## config.mk

```make
export PLATFORM = sky130hd
export DESIGN_NAME = proc_loader
export DESIGN_NICKNAME = d
export VERILOG_FILES = /design/src/rtl/proc_loader.sv
export SDC_FILE = /design/constraint.sdc
export NUM_CORES = 1
export LEC_CHECK = 0
export BUFFER_PORTS_ARGS = -buffer_cell sky130_fd_sc_hd__buf_2
export CORE_AREA = 2 2 78 80
export DETAILED_ROUTE_END_ITERATION = 10
export DIE_AREA = 0 0 80 82
export SETUP_SLACK_MARGIN = 0.02
export SYNTH_ARGS = -nofsm -noshare
export SYNTH_HDL_FRONTEND = slang
export SYNTH_SLANG_ARGS = --single-unit
export TNS_END_PERCENT = 20
```

## constraint.sdc

```tcl
create_clock -name clk -period 2.2 [get_ports clk]
set_clock_uncertainty 0.05 [all_clocks]
set_input_delay 0.22 -clock clk [delete_from_list [all_inputs] [get_ports clk]]
set_output_delay 0.22 -clock clk [all_outputs]
set_load 0.02 [all_outputs]
```

## src/rtl/proc_loader.sv

```systemverilog
// Serial load/run master for the processor's chip-select + shift-buffer port.
// Shifts 12-bit {data,addr} frames LSB first, commits them, and supervises runs.
module proc_loader #(
  parameter int unsigned RUN_MAX = 1023,
  parameter int unsigned CNT_W   = 16
) (
  input  logic             clk,
  input  logic             rst_n,
  input  logic             cmd_valid_in,
  output logic             cmd_ready_out,
  input  logic [1:0]       cmd_op_in,
  input  logic [3:0]       cmd_addr_in,
  input  logic [7:0]       cmd_data_in,
  input  logic             proc_done_in,
  output logic [1:0]       sel_out,
  output logic             mosi_out,
  output logic             busy_out,
  output logic             run_done_out,
  output logic             run_timeout_out,
  output logic [CNT_W-1:0] run_cycles_out
);

  typedef enum logic [1:0] {IDLE, SHIFT, COMMIT, RUN} state_t;

  state_t           state, state_nxt;
  logic [10:0]      shreg;
  logic [3:0]       bit_cnt;
  logic [1:0]       sel_q;
  logic             mosi_q;
  logic             started;
  logic [CNT_W-1:0] run_cnt;
  logic [CNT_W-1:0] cnt_inc;
  logic [CNT_W-1:0] cnt_nxt;
  logic             run_done_q;
  logic             run_timeout_q;
  logic             accept;
  logic             run_stop;
  logic             run_to;
  logic             last_bit;

  always_comb begin
    accept    = cmd_valid_in && (state == IDLE);
    last_bit  = (bit_cnt == 4'd11);
    cnt_inc   = (run_cnt == '1) ? run_cnt : run_cnt + CNT_W'(1);
    cnt_nxt   = proc_done_in ? run_cnt : cnt_inc;
    run_stop  = started && proc_done_in;
    run_to    = !run_stop && (cnt_nxt >= CNT_W'(RUN_MAX));
    state_nxt = state;
    case (state)
      IDLE: begin
        if (accept) begin
          case (cmd_op_in)
            2'b00, 2'b01: state_nxt = SHIFT;
            2'b10:        state_nxt = RUN;
            default:      state_nxt = IDLE;
          endcase
        end
      end
      SHIFT:   if (last_bit) state_nxt = COMMIT;
      COMMIT:  state_nxt = IDLE;
      RUN:     if (run_stop || run_to) state_nxt = IDLE;
      default: state_nxt = IDLE;
    endcase
  end

  always_ff @(posedge clk) begin
    if (!rst_n) state <= IDLE;
    else        state <= state_nxt;
  end

  always_ff @(posedge clk) begin
    if (!rst_n) begin
      shreg         <= '0;
      bit_cnt       <= '0;
      sel_q         <= '0;
      mosi_q        <= 1'b0;
      started       <= 1'b0;
      run_cnt       <= '0;
      run_done_q    <= 1'b0;
      run_timeout_q <= 1'b0;
    end else begin
      run_done_q    <= 1'b0;
      run_timeout_q <= 1'b0;
      case (state)
        IDLE: begin
          if (accept) begin
            case (cmd_op_in)
              2'b00, 2'b01: begin
                // Bit 0 goes straight to mosi; the remaining 11 bits wait in shreg.
                shreg   <= {cmd_data_in, cmd_addr_in[3:1]};
                mosi_q  <= cmd_addr_in[0];
                bit_cnt <= '0;
                sel_q   <= (cmd_op_in == 2'b00) ? 2'b01 : 2'b10;
              end
              2'b10: begin
                sel_q   <= 2'b11;
                run_cnt <= '0;
                started <= 1'b0;
              end
              default: ;
            endcase
          end
        end
        SHIFT: begin
          if (last_bit) begin
            sel_q   <= '0;
            mosi_q  <= 1'b0;
            bit_cnt <= '0;
          end else begin
            mosi_q  <= shreg[0];
            shreg   <= {1'b0, shreg[10:1]};
            bit_cnt <= bit_cnt + 4'd1;
          end
        end
        RUN: begin
          run_cnt <= cnt_nxt;
          if (!proc_done_in) started <= 1'b1;
          if (run_stop || run_to) begin
            sel_q         <= '0;
            run_done_q    <= 1'b1;
            run_timeout_q <= run_to;
          end
        end
        default: ;
      endcase
    end
  end

  // Done rising must drop run-enable in that same cycle, so this path is combinational.
  assign sel_out         = (state == RUN && run_stop) ? 2'b00 : sel_q;
  assign mosi_out        = mosi_q;
  assign cmd_ready_out   = (state == IDLE);
  assign busy_out        = (state != IDLE);
  assign run_done_out    = run_done_q;
  assign run_timeout_out = run_timeout_q;
  assign run_cycles_out  = run_cnt;

endmodule

```

Word-level counts from Yosys, hierarchy flattened

Cells that the tools add are included.

Add/subtract/negate cells: 2
$mul: 0
Div/mod/pow operators: 0
Order comparisons: 1
Equal/unequal tests: 15
Shifts and indexed selects: 0
Mux-type cells: 33
Bitwise gates (word level): 0
Reductions and logical operators: 21

Operator list:

| operator                                                                               | number |
|---|---|
| 16-bit 2-to-1 mux                                                                      | 4 |
| 11-bit 2-to-1 mux                                                                      | 3 |
| 16-bit case mux with 2 select lines                                                    | 1 |
| 11-bit case mux with 2 select lines                                                    | 1 |
| 16-bit by 1-bit adder with 16-bit output (second input constant)                       | 1 |
| 16-bit == test (second input constant)                                                 | 1 |
| 16-bit by 10-bit greater-or-equal comparator with 1-bit output (second input constant) | 1 |
| 2-bit 2-to-1 mux                                                                       | 7 |
| 4-bit 2-to-1 mux                                                                       | 3 |
| 3-bit AND reduction                                                                    | 4 |
| 2-bit inequality test (second input constant)                                          | 4 |
| 2-bit case mux with 2 select lines                                                     | 2 |
| 2-bit case mux with 4 select lines                                                     | 1 |
| 4-bit case mux with 2 select lines                                                     | 1 |
| 4-bit AND reduction                                                                    | 2 |
| 1-bit 2-to-1 mux                                                                       | 7 |
| 2-bit == test (second input constant)                                                  | 3 |
| 2-bit by 1-bit inequality test with 1-bit output (second input constant)               | 3 |
| 2-bit case mux with 3 select lines                                                     | 1 |
| 2-bit nonzero test                                                                     | 3 |
| 5-bit AND reduction                                                                    | 1 |
| 4-bit by 1-bit adder with 4-bit output (second input constant)                         | 1 |
| 2-bit by 1-bit == test with 1-bit output (second input constant)                       | 2 |
| 4-bit == test (second input constant)                                                  | 1 |
| 9 further kinds                                                                        | 14 |

Flip-flop bits (word level): 39
Latch bits: 0
Bits in writable memories: 0
Bits in read-only memories: 0
Input bits: 18
Output and inout port bits: 23
Memories kept: 0

Longest topological paths before layout

Depth after elaboration: 8
Gate-level depth with buffers: 9
Mapped depth without buffers: 7

Least setup slack after synthesis

No wires, ideal clock.

Path kind: register -> register
Start point: reg run_cnt[0] (netlist: run_cycles_out[0])
End point: reg run_done_q (netlist: run_done_out)
Library setup time: 0.115 ns
Arrival time: 2.042 ns
Data required time: 2.035 ns
Setup slack: -0.007 ns
Stages on the path, launching flop included: 10
Period minus slack after synthesis: 2.207 ns
Cells stage by stage: dfxtp_1 > ha_1 > buf_6 > and4_1 > buf_6 > and4_1 > o2111ai_1 > a32oi_2 > nand3_2 > and3_1

Cells in the longest elaborated chain, start to end: 7
Elaborated cells between the ends (all ways): 8
Classes of those cells: add/sub (1); order compare (1); eq/ne (1); mux (3); reduce/logical (2)

Ends and longest elaborated chain:

| what                                                                       | RTL line | RTL |
|---|---|---|
| from (decl)                                                                | 31       | `logic [CNT_W-1:0] run_cnt;` |
| from (signal assigned)                                                     | 116      | `run_cnt <= cnt_nxt;` |
| 16-bit by 1-bit adder with 16-bit output or 16-bit == test (tied branches) | 44       | `cnt_inc = (run_cnt == '1) ? run_cnt : run_cnt + CNT_W'(1);` |
| 16-bit 2-to-1 mux                                                          | 44       |  |
| 16-bit 2-to-1 mux (*)                                                      | 45       | `cnt_nxt = proc_done_in ? run_cnt : cnt_inc;` |
| 16-bit by 10-bit greater-or-equal comparator with 1-bit output (*)         | 47       | `run_to = !run_stop && (cnt_nxt >= CNT_W'(RUN_MAX));` |
| 1-bit logical AND (*)                                                      | 47       |  |
| 1-bit logical OR (*)                                                       | 118      | `if (run_stop \|\| run_to) begin` |
| 1-bit 2-to-1 mux (*)                                                       | 118      |  |
| to (signal assigned)                                                       | 79       | `run_done_q <= 1'b0;` |
| to (signal assigned)                                                       | 82       | `run_done_q <= 1'b0;` |
| to (signal assigned)                                                       | 120      | `run_done_q <= 1'b1;` |
| to (decl)                                                                  | 34       | `logic run_done_q;` |

Mark *: on every way between the ends. The rest lies on a longest branch, timed or not.
A chain may end at the register's enable or synchronous reset.

Final worst setup path

Same ends and word-level chain as after synthesis.

==> results.tsv <==
metric	value	unit
status	finished clean	
drcViolationCount	0	
whs_path_depth	3	
cts_setup_buffers	0	
synth_edf_count	0	
rr_endpoint	run_done_out	
fp.coreArea	5746	um2
antenna_found_initial	0	
fin_crit_sh	0.9475	
start_util	0.3948	
cts_resized	0	
clk_latency	0.30	ns
synthAdderAreaFrac	0.01103	
p_sw_frac	0.3122	
syn_nets	299	
period_needed	2.085	ns
yosysWarnings	0	
finalSetupViolCount	0	
hold_buffers	0	
gp_congestion	0.8414	
synth_top_family_by_area	simple AND/OR/NAND/NOR gates	
comb_power_share	0.230	
vias	2300	
netlist_area	2268	um2
vdd_drop_max	443.9	uV
clockBufferDepth	2	
cts_buffers	5	
synth_compound_area_frac	0.2394	
rows	28	
p_int	1.143	mW
drive_gt1_frac	0.2485	
seqCellArea	783.3	um2
tns	0	ns
start_kind	flip-flop	
num-fill-cells	599	
leakagePower	1.189	nW
root_buffer	clkbuf_8	
switching_power	519.1	uW
worstPathRequired	2.35	ns
grt_usage	0.1923	
tightest_slew	0.5469	ns
hold_path_end	shreg[10]	
rrSetupSlack	0.12	ns
multi_input_area	1384	um2
cp-end-kind	flip-flop	
ant_nets	0	
die_y	82	um
grt_pass1_wl	9839	um
synth-seq-cells	39	
cts_tree	done	
hp-start	cmd_data_in[7]	
viasPerCell	5.623	
power.density	606.5	nW/um2
crit-reg2reg-launch	run_cycles_out[0]	
wire_per_inst	14.63	um
hold_viol_final	0	
p_seq_frac	0.479	
ys.flop_type	dfxtp_1	
critical_path_class	flip-flop to flip-flop	
yosysSeqAreaShare	0.3442	
synth_xor_area_frac	0.01158	
die_w	80	um
worstRegToRegCells	7	
rsz0062_at_grt	true	
antenna_cells	0	
synthMuxAreaShare	0.05792	
relSlewSlack	0.6326	
port_buffers	40	
overflow	0	
firstDrtPassIters	4	
hold_path.class	input port to flip-flop	
grt_max_degree	22	
hold_slack	0.1271	ns
avgSynthCellArea	8.131	um2
area_growth	20.85	%
wirelength	5984	um
synthCells	279	
design.portCount	41	
first_iter_violations	171	
yosys.area_share.simple	0.2874	
maxCapViolCount	0	
synth_cell_type_count	54	
nets	353	
crit_fanout	7	
dieArea	6560	um2
p_clk_frac	0.291	
hpwl	4409	um
synthArstFlopShare	0	
slew_viol_final	0	
clk_pin_slew_worst_paths	0.08	ns
grt_pass1_vias	2073	
cts.sinks	39	
arrival	2.23	ns
htree_levels	2	
clock.fmax	479.7	MHz
-- cell type report --
type | instances | share of cell area
Tap cell | 75 | 0.03423
Clock inverter | 1 | 0.001826
Timing Repair Buffer | 63 | 0.1360
Multi-Input combinational cell | 217 | 0.5048
Inverter | 7 | 0.009585
Clock buffer | 7 | 0.02784
Sequential cell | 39 | 0.2857
-- worst max-delay path: stages (launching register included) --
cell       delay (ns)
dfxtp_2          0.33
ha_1             0.20
nand4_2          0.23
nor3_2           0.35
o2111ai_1        0.17
a32oi_2          0.32
nand3_2          0.13
and3_1           0.19
-- through the flow --
step                utilization  cells  area [um2]  total power, mW  setup slack (ns)
floorplan                     -    279        2271            1.068            0.1154
global placement         0.4619    401        2654            1.190            0.1648
detailed placement       0.4619    401        2654            1.194            0.1044
CTS                      0.4760    409        2735            1.678            0.1083
global route             0.4771    409        2741            1.769          -0.03674
finish                   0.4771    409        2741            1.663            0.1155
-- logic make-up (layout without fill, tap and decap cells) --
group	Yosys count	count (layout)
XOR/XNOR	3	3
AND/OR/NAND/NOR	122	122
AO/OA/AOI/OAI	77	77
buffers and inverters	23	78
flip-flops	39	39
multiplexers	13	13
adder cells (fa/ha/maj)	2	2
-- cell usage after synthesis, types with 2 or more instances --
cell | n | area share
and4_1 | 5 | 0.019
mux2i_1 | 12 | 0.053
nand2b_1 | 5 | 0.014
and2_1 | 2 | 0.0055
a21oi_1 | 19 | 0.042
o2111ai_1 | 4 | 0.015
nand3_1 | 13 | 0.029
xor2_1 | 2 | 0.0077
buf_6 | 2 | 0.0099
a22oi_1 | 3 | 0.0099
and3_1 | 4 | 0.011
a311oi_1 | 2 | 0.0077
clkbuf_1 | 7 | 0.012
o21ai_0 | 14 | 0.031
a21o_1 | 2 | 0.0066
nand4_1 | 5 | 0.014
buf_2 | 5 | 0.011
a31oi_1 | 4 | 0.011
dfxtp_1 | 39 | 0.34
clkbuf_2 | 2 | 0.0044
o211ai_1 | 3 | 0.0099
inv_1 | 6 | 0.0099
nand4_2 | 2 | 0.011
nand3b_1 | 2 | 0.0066
o22ai_1 | 2 | 0.0055
nor2_1 | 34 | 0.056
nand4b_1 | 3 | 0.012
o21a_1 | 3 | 0.0099
nand2_1 | 25 | 0.041
or3_1 | 3 | 0.0083
nor4_1 | 3 | 0.0083
a211o_1 | 2 | 0.0077
a211oi_1 | 10 | 0.033
ha_1 | 2 | 0.011
nor3_1 | 8 | 0.018
or4_1 | 2 | 0.0066
-- registers in the layout (all words and copies together) (netlist names) --
signal	cells
mosi_out	1
run_done_out	1
run_cycles_out	16
run_timeout_out	1
started	1
sel_q	2
state	2
shreg	11
bit_cnt	4
-- power groups by stage --
stage | clock (mW) | sequential (mW) | combinational [mW]
detailed placement | 0 | 0.811 | 0.383
global placement | 0 | 0.811 | 0.380
floorplan | 0 | 0.806 | 0.262
global route | 0.540 | 0.804 | 0.425
CTS | 0.498 | 0.796 | 0.384
finish | 0.484 | 0.797 | 0.382
-- cell usage in the layout (no fill, tap or decap), types with 3 or more instances in the layout --
| master | n |
|---|---|
| nand2b_1 | 5 |
| o211ai_1 | 3 |
| nand4_1 | 5 |
| or3_1 | 3 |
| buf_4 | 23 |
| nand3_1 | 13 |
| buf_2 | 40 |
| o21a_1 | 3 |
| nor3_1 | 7 |
| a21oi_1 | 19 |
| nor2_1 | 34 |
| nand2_1 | 25 |
| dfxtp_1 | 37 |
| clkbuf_8 | 5 |
| o2111ai_1 | 4 |
| inv_1 | 6 |
| nor4_1 | 3 |
| a211oi_1 | 10 |
| a22oi_1 | 3 |
| mux2i_1 | 12 |
| nand4b_1 | 3 |
| and4_1 | 4 |
| o21ai_0 | 14 |
| and3_1 | 4 |
| a31oi_1 | 4 |
-- metal layers --
metal	part of all wire	global-route usage	wire length (um)	up-vias
li1	-	-	-	1152
met1	0.46	0.2403	2739	1077
met2	0.48	0.3283	2870	67
met3	0.053	0.05275	316	4
met4	0.0095	0.04746	57	0
met5	0	0	0	-
-- worst max-delay path by stage --
stage                                  start                end  slack [ns]
after global routing      run_cycles_out[11]  run_cycles_out[7]       -0.04
final                      run_cycles_out[0]       run_done_out        0.12
after detailed placement   run_cycles_out[1]       run_done_out        0.10
after CTS                  run_cycles_out[1]       run_done_out        0.11
after floorplan            run_cycles_out[0]       run_done_out        0.12
after global placement     run_cycles_out[0]       run_done_out        0.16
Power figures use the tool's default switching activity.
